`config.mk`:
```
export PLATFORM = sky130hd
export DESIGN_NAME = coin_acceptor_flat
export DESIGN_NICKNAME = d
export VERILOG_FILES = /design/src/rtl/coin_acceptor_if.sv /design/src/rtl/coin_acceptor.sv /design/src/flat_wrapper.sv
export SDC_FILE = /design/constraint.sdc
export NUM_CORES = 1
export LEC_CHECK = 0
export CORE_MARGIN = 3
export CORE_UTILIZATION = 50
export CTS_CLUSTER_DIAMETER = 150
export DETAILED_ROUTE_END_ITERATION = 10
export PLACE_DENSITY = 0.75
export RECOVER_POWER = 100
export SLEW_MARGIN = 40
export SYNTH_ARGS = -nofsm -noshare
export SYNTH_HDL_FRONTEND = slang
export SYNTH_SLANG_ARGS = --single-unit
```
`constraint.sdc`:
```
create_clock -name clk -period 3.6 [get_ports clk]
set_input_delay 1.08 -clock clk [delete_from_list [all_inputs] [get_ports clk]]
set_output_delay 1.08 -clock clk [all_outputs]
set_load 0.02 [all_outputs]
```
`src/rtl/coin_acceptor_if.sv`:
```
`default_nettype none
// +----------------------------------------------------------------------------+
// | coin_acceptor_if : sensor/control inputs and coin outputs of coin_acceptor |
// | Revision: 1.0                                                              |
// +----------------------------------------------------------------------------+
interface coin_acceptor_if #(
  parameter int FIFO_DEPTH = 4
);
  localparam int CW = $clog2(FIFO_DEPTH + 1);

  logic          coin5_in;
  logic          coin10_in;
  logic          enable;
  logic          ready;
  logic [3:0]    money;
  logic          coin_valid;
  logic          rejected;
  logic [CW-1:0] fifo_count;

  modport master (
    output coin5_in, coin10_in, enable, ready,
    input  money, coin_valid, rejected, fifo_count
  );

  modport slave (
    input  coin5_in, coin10_in, enable, ready,
    output money, coin_valid, rejected, fifo_count
  );
endinterface
`default_nettype wire

```
`src/rtl/coin_acceptor.sv`:
```
`default_nettype none
// +----------------------------------------------------------------------------+
// | coin_acceptor : synchronizes/debounces coin sensors, buffers accepted coins |
// | Revision: 1.0                                                              |
// +----------------------------------------------------------------------------+
module coin_acceptor #(
  parameter int DEBOUNCE   = 4,
  parameter int FIFO_DEPTH = 4
) (
  input  wire logic      clk,
  input  wire logic      reset,
  coin_acceptor_if.slave bus
);
  localparam int AW = (FIFO_DEPTH > 1) ? $clog2(FIFO_DEPTH) : 1;
  localparam int CW = $clog2(FIFO_DEPTH + 1);

  localparam logic [1:0] ST_IDLE     = 2'd0;
  localparam logic [1:0] ST_QUAL     = 2'd1;
  localparam logic [1:0] ST_WAIT_REL = 2'd2;

  localparam logic [3:0]    CNT_LAST = 4'(DEBOUNCE - 1);
  localparam logic [3:0]    CODE5    = 4'b0101;
  localparam logic [3:0]    CODE10   = 4'b1010;
  localparam logic [CW-1:0] CNT_FULL = CW'(FIFO_DEPTH);

  logic [1:0]            sync5_q, sync10_q;
  logic [1:0]            state_q, state_d;
  logic [3:0]            cnt_q, cnt_d;
  logic                  den_q, den_d;
  logic [FIFO_DEPTH-1:0] mem_q;
  logic [AW-1:0]         wr_q, rd_q;
  logic [CW-1:0]         count_q;
  logic                  gap_q;
  logic [3:0]            money_q;
  logic                  valid_q;
  logic                  rejected_q;

  logic s5, s10, mine, other;
  logic qualified, reject_now, push, pop, fifo_full;

  assign s5        = sync5_q[1];
  assign s10       = sync10_q[1];
  assign mine      = den_q ? s10 : s5;
  assign other     = den_q ? s5  : s10;
  assign fifo_full = (count_q == CNT_FULL);
  assign pop       = (count_q != '0) && bus.ready && !gap_q;

  always_ff @(posedge clk or negedge reset) begin
    if (!reset) begin
      sync5_q  <= 2'b00;
      sync10_q <= 2'b00;
    end else begin
      sync5_q  <= {sync5_q[0],  bus.coin5_in};
      sync10_q <= {sync10_q[0], bus.coin10_in};
    end
  end

  always_ff @(posedge clk or negedge reset) begin
    if (!reset) begin
      state_q <= ST_IDLE;
      cnt_q   <= 4'd0;
      den_q   <= 1'b0;
    end else begin
      state_q <= state_d;
      cnt_q   <= cnt_d;
      den_q   <= den_d;
    end
  end

  // den_q = 1 marks a 10-unit coin
  always_comb begin
    state_d = state_q;
    cnt_d   = cnt_q;
    den_d   = den_q;
    case (state_q)
      ST_IDLE: begin
        if (s5 ^ s10) begin
          den_d   = s10;
          cnt_d   = 4'd1;
          state_d = ST_QUAL;
        end else if (s5 && s10) begin
          state_d = ST_WAIT_REL;
        end
      end
      ST_QUAL: begin
        if (other)                  state_d = ST_WAIT_REL;
        else if (!mine)             state_d = ST_IDLE;
        else if (cnt_q == CNT_LAST) state_d = ST_WAIT_REL;
        else                        cnt_d   = cnt_q + 4'd1;
      end
      ST_WAIT_REL: begin
        if (!s5 && !s10) state_d = ST_IDLE;
      end
      default: state_d = ST_IDLE;
    endcase
  end

  always_comb begin
    qualified  = 1'b0;
    reject_now = 1'b0;
    case (state_q)
      ST_IDLE: reject_now = s5 && s10;
      ST_QUAL: begin
        if (other)                          reject_now = 1'b1;
        else if (mine && cnt_q == CNT_LAST) qualified  = 1'b1;
      end
      default: ;
    endcase
    // Fullness is judged before any same-cycle pop
    push = qualified && bus.enable && !fifo_full;
    if (qualified && !push) reject_now = 1'b1;
  end

  always_ff @(posedge clk or negedge reset) begin
    if (!reset) begin
      mem_q      <= '0;
      wr_q       <= '0;
      rd_q       <= '0;
      count_q    <= '0;
      gap_q      <= 1'b0;
      money_q    <= 4'd0;
      valid_q    <= 1'b0;
      rejected_q <= 1'b0;
    end else begin
      if (push) begin
        mem_q[wr_q] <= den_q;
        wr_q        <= wr_q + AW'(1);
      end
      if (pop) rd_q <= rd_q + AW'(1);
      case ({push, pop})
        2'b10:   count_q <= count_q + CW'(1);
        2'b01:   count_q <= count_q - CW'(1);
        default: count_q <= count_q;
      endcase
      money_q    <= pop ? (mem_q[rd_q] ? CODE10 : CODE5) : 4'd0;
      valid_q    <= pop;
      gap_q      <= pop;
      rejected_q <= reject_now;
    end
  end

  assign bus.money      = money_q;
  assign bus.coin_valid = valid_q;
  assign bus.rejected   = rejected_q;
  assign bus.fifo_count = count_q;
endmodule
`default_nettype wire

```
`src/flat_wrapper.sv`:
```
// flat-port wrapper written by rule: the top's interface ports become plain ports
module coin_acceptor_flat 
#(
  parameter int DEBOUNCE   = 4,
  parameter int FIFO_DEPTH = 4
)
  (clk, reset, bus_coin5_in, bus_coin10_in, bus_enable, bus_ready, bus_money, bus_coin_valid, bus_rejected, bus_fifo_count);
  coin_acceptor_if #(.FIFO_DEPTH(FIFO_DEPTH)) bus_i ();
  input  wire logic clk;
  input  wire logic reset;
  input wire logic [$bits(bus_i.coin5_in)-1:0] bus_coin5_in;
  input wire logic [$bits(bus_i.coin10_in)-1:0] bus_coin10_in;
  input wire logic [$bits(bus_i.enable)-1:0] bus_enable;
  input wire logic [$bits(bus_i.ready)-1:0] bus_ready;
  output wire logic [$bits(bus_i.money)-1:0] bus_money;
  output wire logic [$bits(bus_i.coin_valid)-1:0] bus_coin_valid;
  output wire logic [$bits(bus_i.rejected)-1:0] bus_rejected;
  output wire logic [$bits(bus_i.fifo_count)-1:0] bus_fifo_count;
  assign bus_i.coin5_in = bus_coin5_in;
  assign bus_i.coin10_in = bus_coin10_in;
  assign bus_i.enable = bus_enable;
  assign bus_i.ready = bus_ready;
  assign bus_money = bus_i.money;
  assign bus_coin_valid = bus_i.coin_valid;
  assign bus_rejected = bus_i.rejected;
  assign bus_fifo_count = bus_i.fifo_count;
  coin_acceptor #(.DEBOUNCE(DEBOUNCE), .FIFO_DEPTH(FIFO_DEPTH)) u_core (.clk(clk), .reset(reset), .bus(bus_i));
endmodule
```
==> flow_metrics.tcl <==
set metrics [dict create \
    grt_usage_pct 15.2 \
    holdCritStartpoint "u_core.sync10_q[0]" \
    rsz0062_at_grt "false" \
    ys_seq_area_share_pct 51.0 \
    final_hold_viol_count 0 \
    drc_errors 0 \
    cpMostUsedCell "xor2_1" \
    yosysUniqueCellTypes 35 \
    finalCriticalPeriod_ns 2.88 \
    drv_cap 0 \
    worst_slack_ns 0.719 \
    setup_violations 0 \
    drtAntennaViolNets 0 \
    reg2reg_from "u_core.den_q" \
    critPathMaxFanout 10 \
    cp-startpoint "u_core.den_q" \
    async_flop_share_pct 100 \
    cp-start-kind "flip-flop" \
    cp.required_ns 3.82 \
    synth_flop_cell "dfrtp_1" \
    synth_cells 105 \
    crit_path_cell_trace "or3b_2 > a21oi_1 > and3_1 > clkinv_1 > ha_1 > inv_1 > fa_1 > xor2_1 > nor2_1 > xor2_1" \
    num_io_pins 15 \
    power.switching_w 0.000337 \
    grt_overflow 0 \
    p_clk_share_pct 16.2 \
    fillers 181 \
    final_max_slew_viol_count 0 \
    coreArea_um2 2320 \
    grt_pass1_vias 824 \
    grt_start_max_net_pins 27 \
    hold_buffers 0 \
    drtIter0Drc 14 \
    leakagePower_nw 0.693 \
    setup_tns_ns 0 \
    critPathCaptureType "flip-flop" \
    cpPeakStageDelay_ns 0.57 \
    drt-total-wl_um 2040 \
    cts_tree "done" \
    area_delta_synth_final_pct 13.6 \
    io_buffer_count 14 \
    numCtsBuffers 3 \
    ir_worst_vdd_mv 0.461 \
    combPwrFrac_pct 35.3 \
    p_sw_share_pct 37.1 \
    synth_area_um2 1270 \
    nNetsFinal 138 \
    dp_hpwl_um 1560 \
    slowest_stage "a21oi_1" \
    fin_worst_skew_ns 0.00315 \
    min_period_over_period_pct 80.0 \
    avgRoutedWirePerCell_um 13.6 \
    die_x_um 56.5 \
    drive_gt1_share_pct 6.56 \
    mostFrequentLayoutCells "dfrtp_1 (26), dlygate4sd3_1 (13), inv_1 (9), nand2_1 (9), ha_1 (8)" \
    place_congestion 0.729 \
    htreeDepth 1 \
    totalPowerFinal_w 0.000909 \
    cts.path.max_buffers 2 \
    cts_sinks 26 \
    clkTransAtPathRegs_ns 0.13 \
    yosysWarnings 0 \
    ys_ff_latch 26 \
    synth_nets 120 \
    via_per_inst 5.36 \
    cts.repair.resized 0 \
    p_per_area_nw_per_um2 627 \
    diodes 0 \
    slew_headroom_pct 10.9 \
    arrival_ns 3.10 \
    vias 804 \
    die_h_um 56.5 \
    p_int_w 0.000572 \
    layout_commonest_cell "dfrtp_1" \
    tightest_slew_ns 1.34 \
    power_frac_seq_pct 48.4 \
    status "finished, final reports clean" \
    hp-class "flip-flop to flip-flop" \
    row_count 17 \
    cts.root.buffer_cell "clkbuf_4" \
    clock_latency_ns 0.32 \
    fmaxAchievable_ghz 0.347 \
    first_pass_iters 4 \
    postCtsSetupRepairBufs 0 \
    dp_slack_ns 0.532 \
    critPathKind "flip-flop to flip-flop" \
    synth_edf_count 0 \
    antenna_found_initial 0 \
    postSynthAreaPerCell_um2 12.1 \
    dieArea_um2 3190 \
    initial_core_util_pct 55.0 \
    grt_pass1_wl_um 3770 \
]
==> registers in the layout (all words and copies together) (netlist names) <==
register and count:
u_core.bus.fifo_count 3, u_core.bus.money 2, u_core.bus.rejected 1, u_core.cnt_q 4, u_core.den_q 1, u_core.gap_q 1
u_core.mem_q 4, u_core.rd_q 2, u_core.state_q 2, u_core.sync10_q 2, u_core.sync5_q 2, u_core.wr_q 2
==> through the flow <==
step	std cells	hold slack (ns)	cell area, um^2	utilization [%]
after global routing	150	0.383	1450	62.5
after detailed placement	146	0.340	1440	62.1
final	150	0.369	1450	62.5
after global placement	146	0.333	1440	62.1
after CTS	150	0.372	1480	63.6
after floorplan	105	0.331	1270	-
==> worst paths after layout <==
check | to | slack (ns) | depth (start not counted)
min in group asynchronous | u_core.cnt_q[2] | 1.56 | 2
worst max-delay path | u_core.bus.fifo_count[2] | 0.72 | 10
worst min register to register | u_core.sync10_q[1] | 0.37 | 0
max in group asynchronous | u_core.bus.fifo_count[2] | 1.26 | 2
worst min-delay path | u_core.sync10_q[1] | 0.37 | 0
worst max register to register | u_core.bus.fifo_count[2] | 0.72 | 10
==> metal layers <==
layer / up-vias / wire length [um] / global-route usage [%]
met1: 394 / 967 / 20.5
li1: 390 / - / -
met4: 0 / 33 / 6.10
met5: - / 0 / 0
met3: 5 / 75 / 3.68
met2: 15 / 959 / 23.4
==> cells by family (layout without fill, tap and decap cells) <==
| family | count (synthesis) | in the layout | share of synthesized area [%] |
|---|---|---|---|
| simple gates | 30 | 30 | 14.2 |
| flops | 26 | 26 | 51.0 |
| buf+inv | 13 | 30 | 5.00 |
| compound gates | 11 | 11 | 6.87 |
| mux | 10 | 10 | 9.32 |
| fa+ha+maj | 9 | 9 | 9.42 |
| xor+xnor | 6 | 6 | 4.12 |
==> critical path: cells and delay by family, from the launching register on <==
| kind | cells | cell delay [ns] |
|---|---|---|
| flops | 1 | 0.49 |
| compound gates | 1 | 0.57 |
| fa+ha+maj | 2 | 0.37 |
| xor+xnor | 2 | 0.30 |
| buf+inv | 2 | 0.15 |
| simple gates | 3 | 0.90 |
==> cell type report <==
class / instances / area, um^2 / share of cell area [%]
flip-flops and latches: 26 / 651 / 44.9
multi-input cells: 66 / 542 / 37.4
repair buffers: 16 / 148 / 10.2
inverters: 10 / 37.5 / 2.59
well taps: 28 / 35.0 / 2.42
clock buffers: 4 / 36.3 / 2.50
==> cells in the mapped netlist (2+ instances only) <==
cell      count  area (um^2)
xnor2_1       3         26.3
a21oi_1       2         10.0
mux2_1        5         56.3
buf_4         2         15.0
nand4_1       5         31.3
nand2_1       9         33.8
mux2i_1       4         40.0
ha_1          8          100
nor2_1        3         11.3
o21ai_0       2         10.0
nand3b_1      2         15.0
xor2_1        3         26.3
dfrtp_1      26          651
inv_1         9         33.8
nor3b_1       2         15.0
==> power groups by stage <==
stage	clock network (W)	registers (W)	logic [W]
after global placement	0	0.000442	0.000336
after CTS	0.000154	0.000442	0.000350
after floorplan	0	0.000461	0.000213
final	0.000148	0.000440	0.000321
after global routing	0.000168	0.000455	0.000360
after detailed placement	0	0.000449	0.000348
Power figures use the tool's default switching activity.
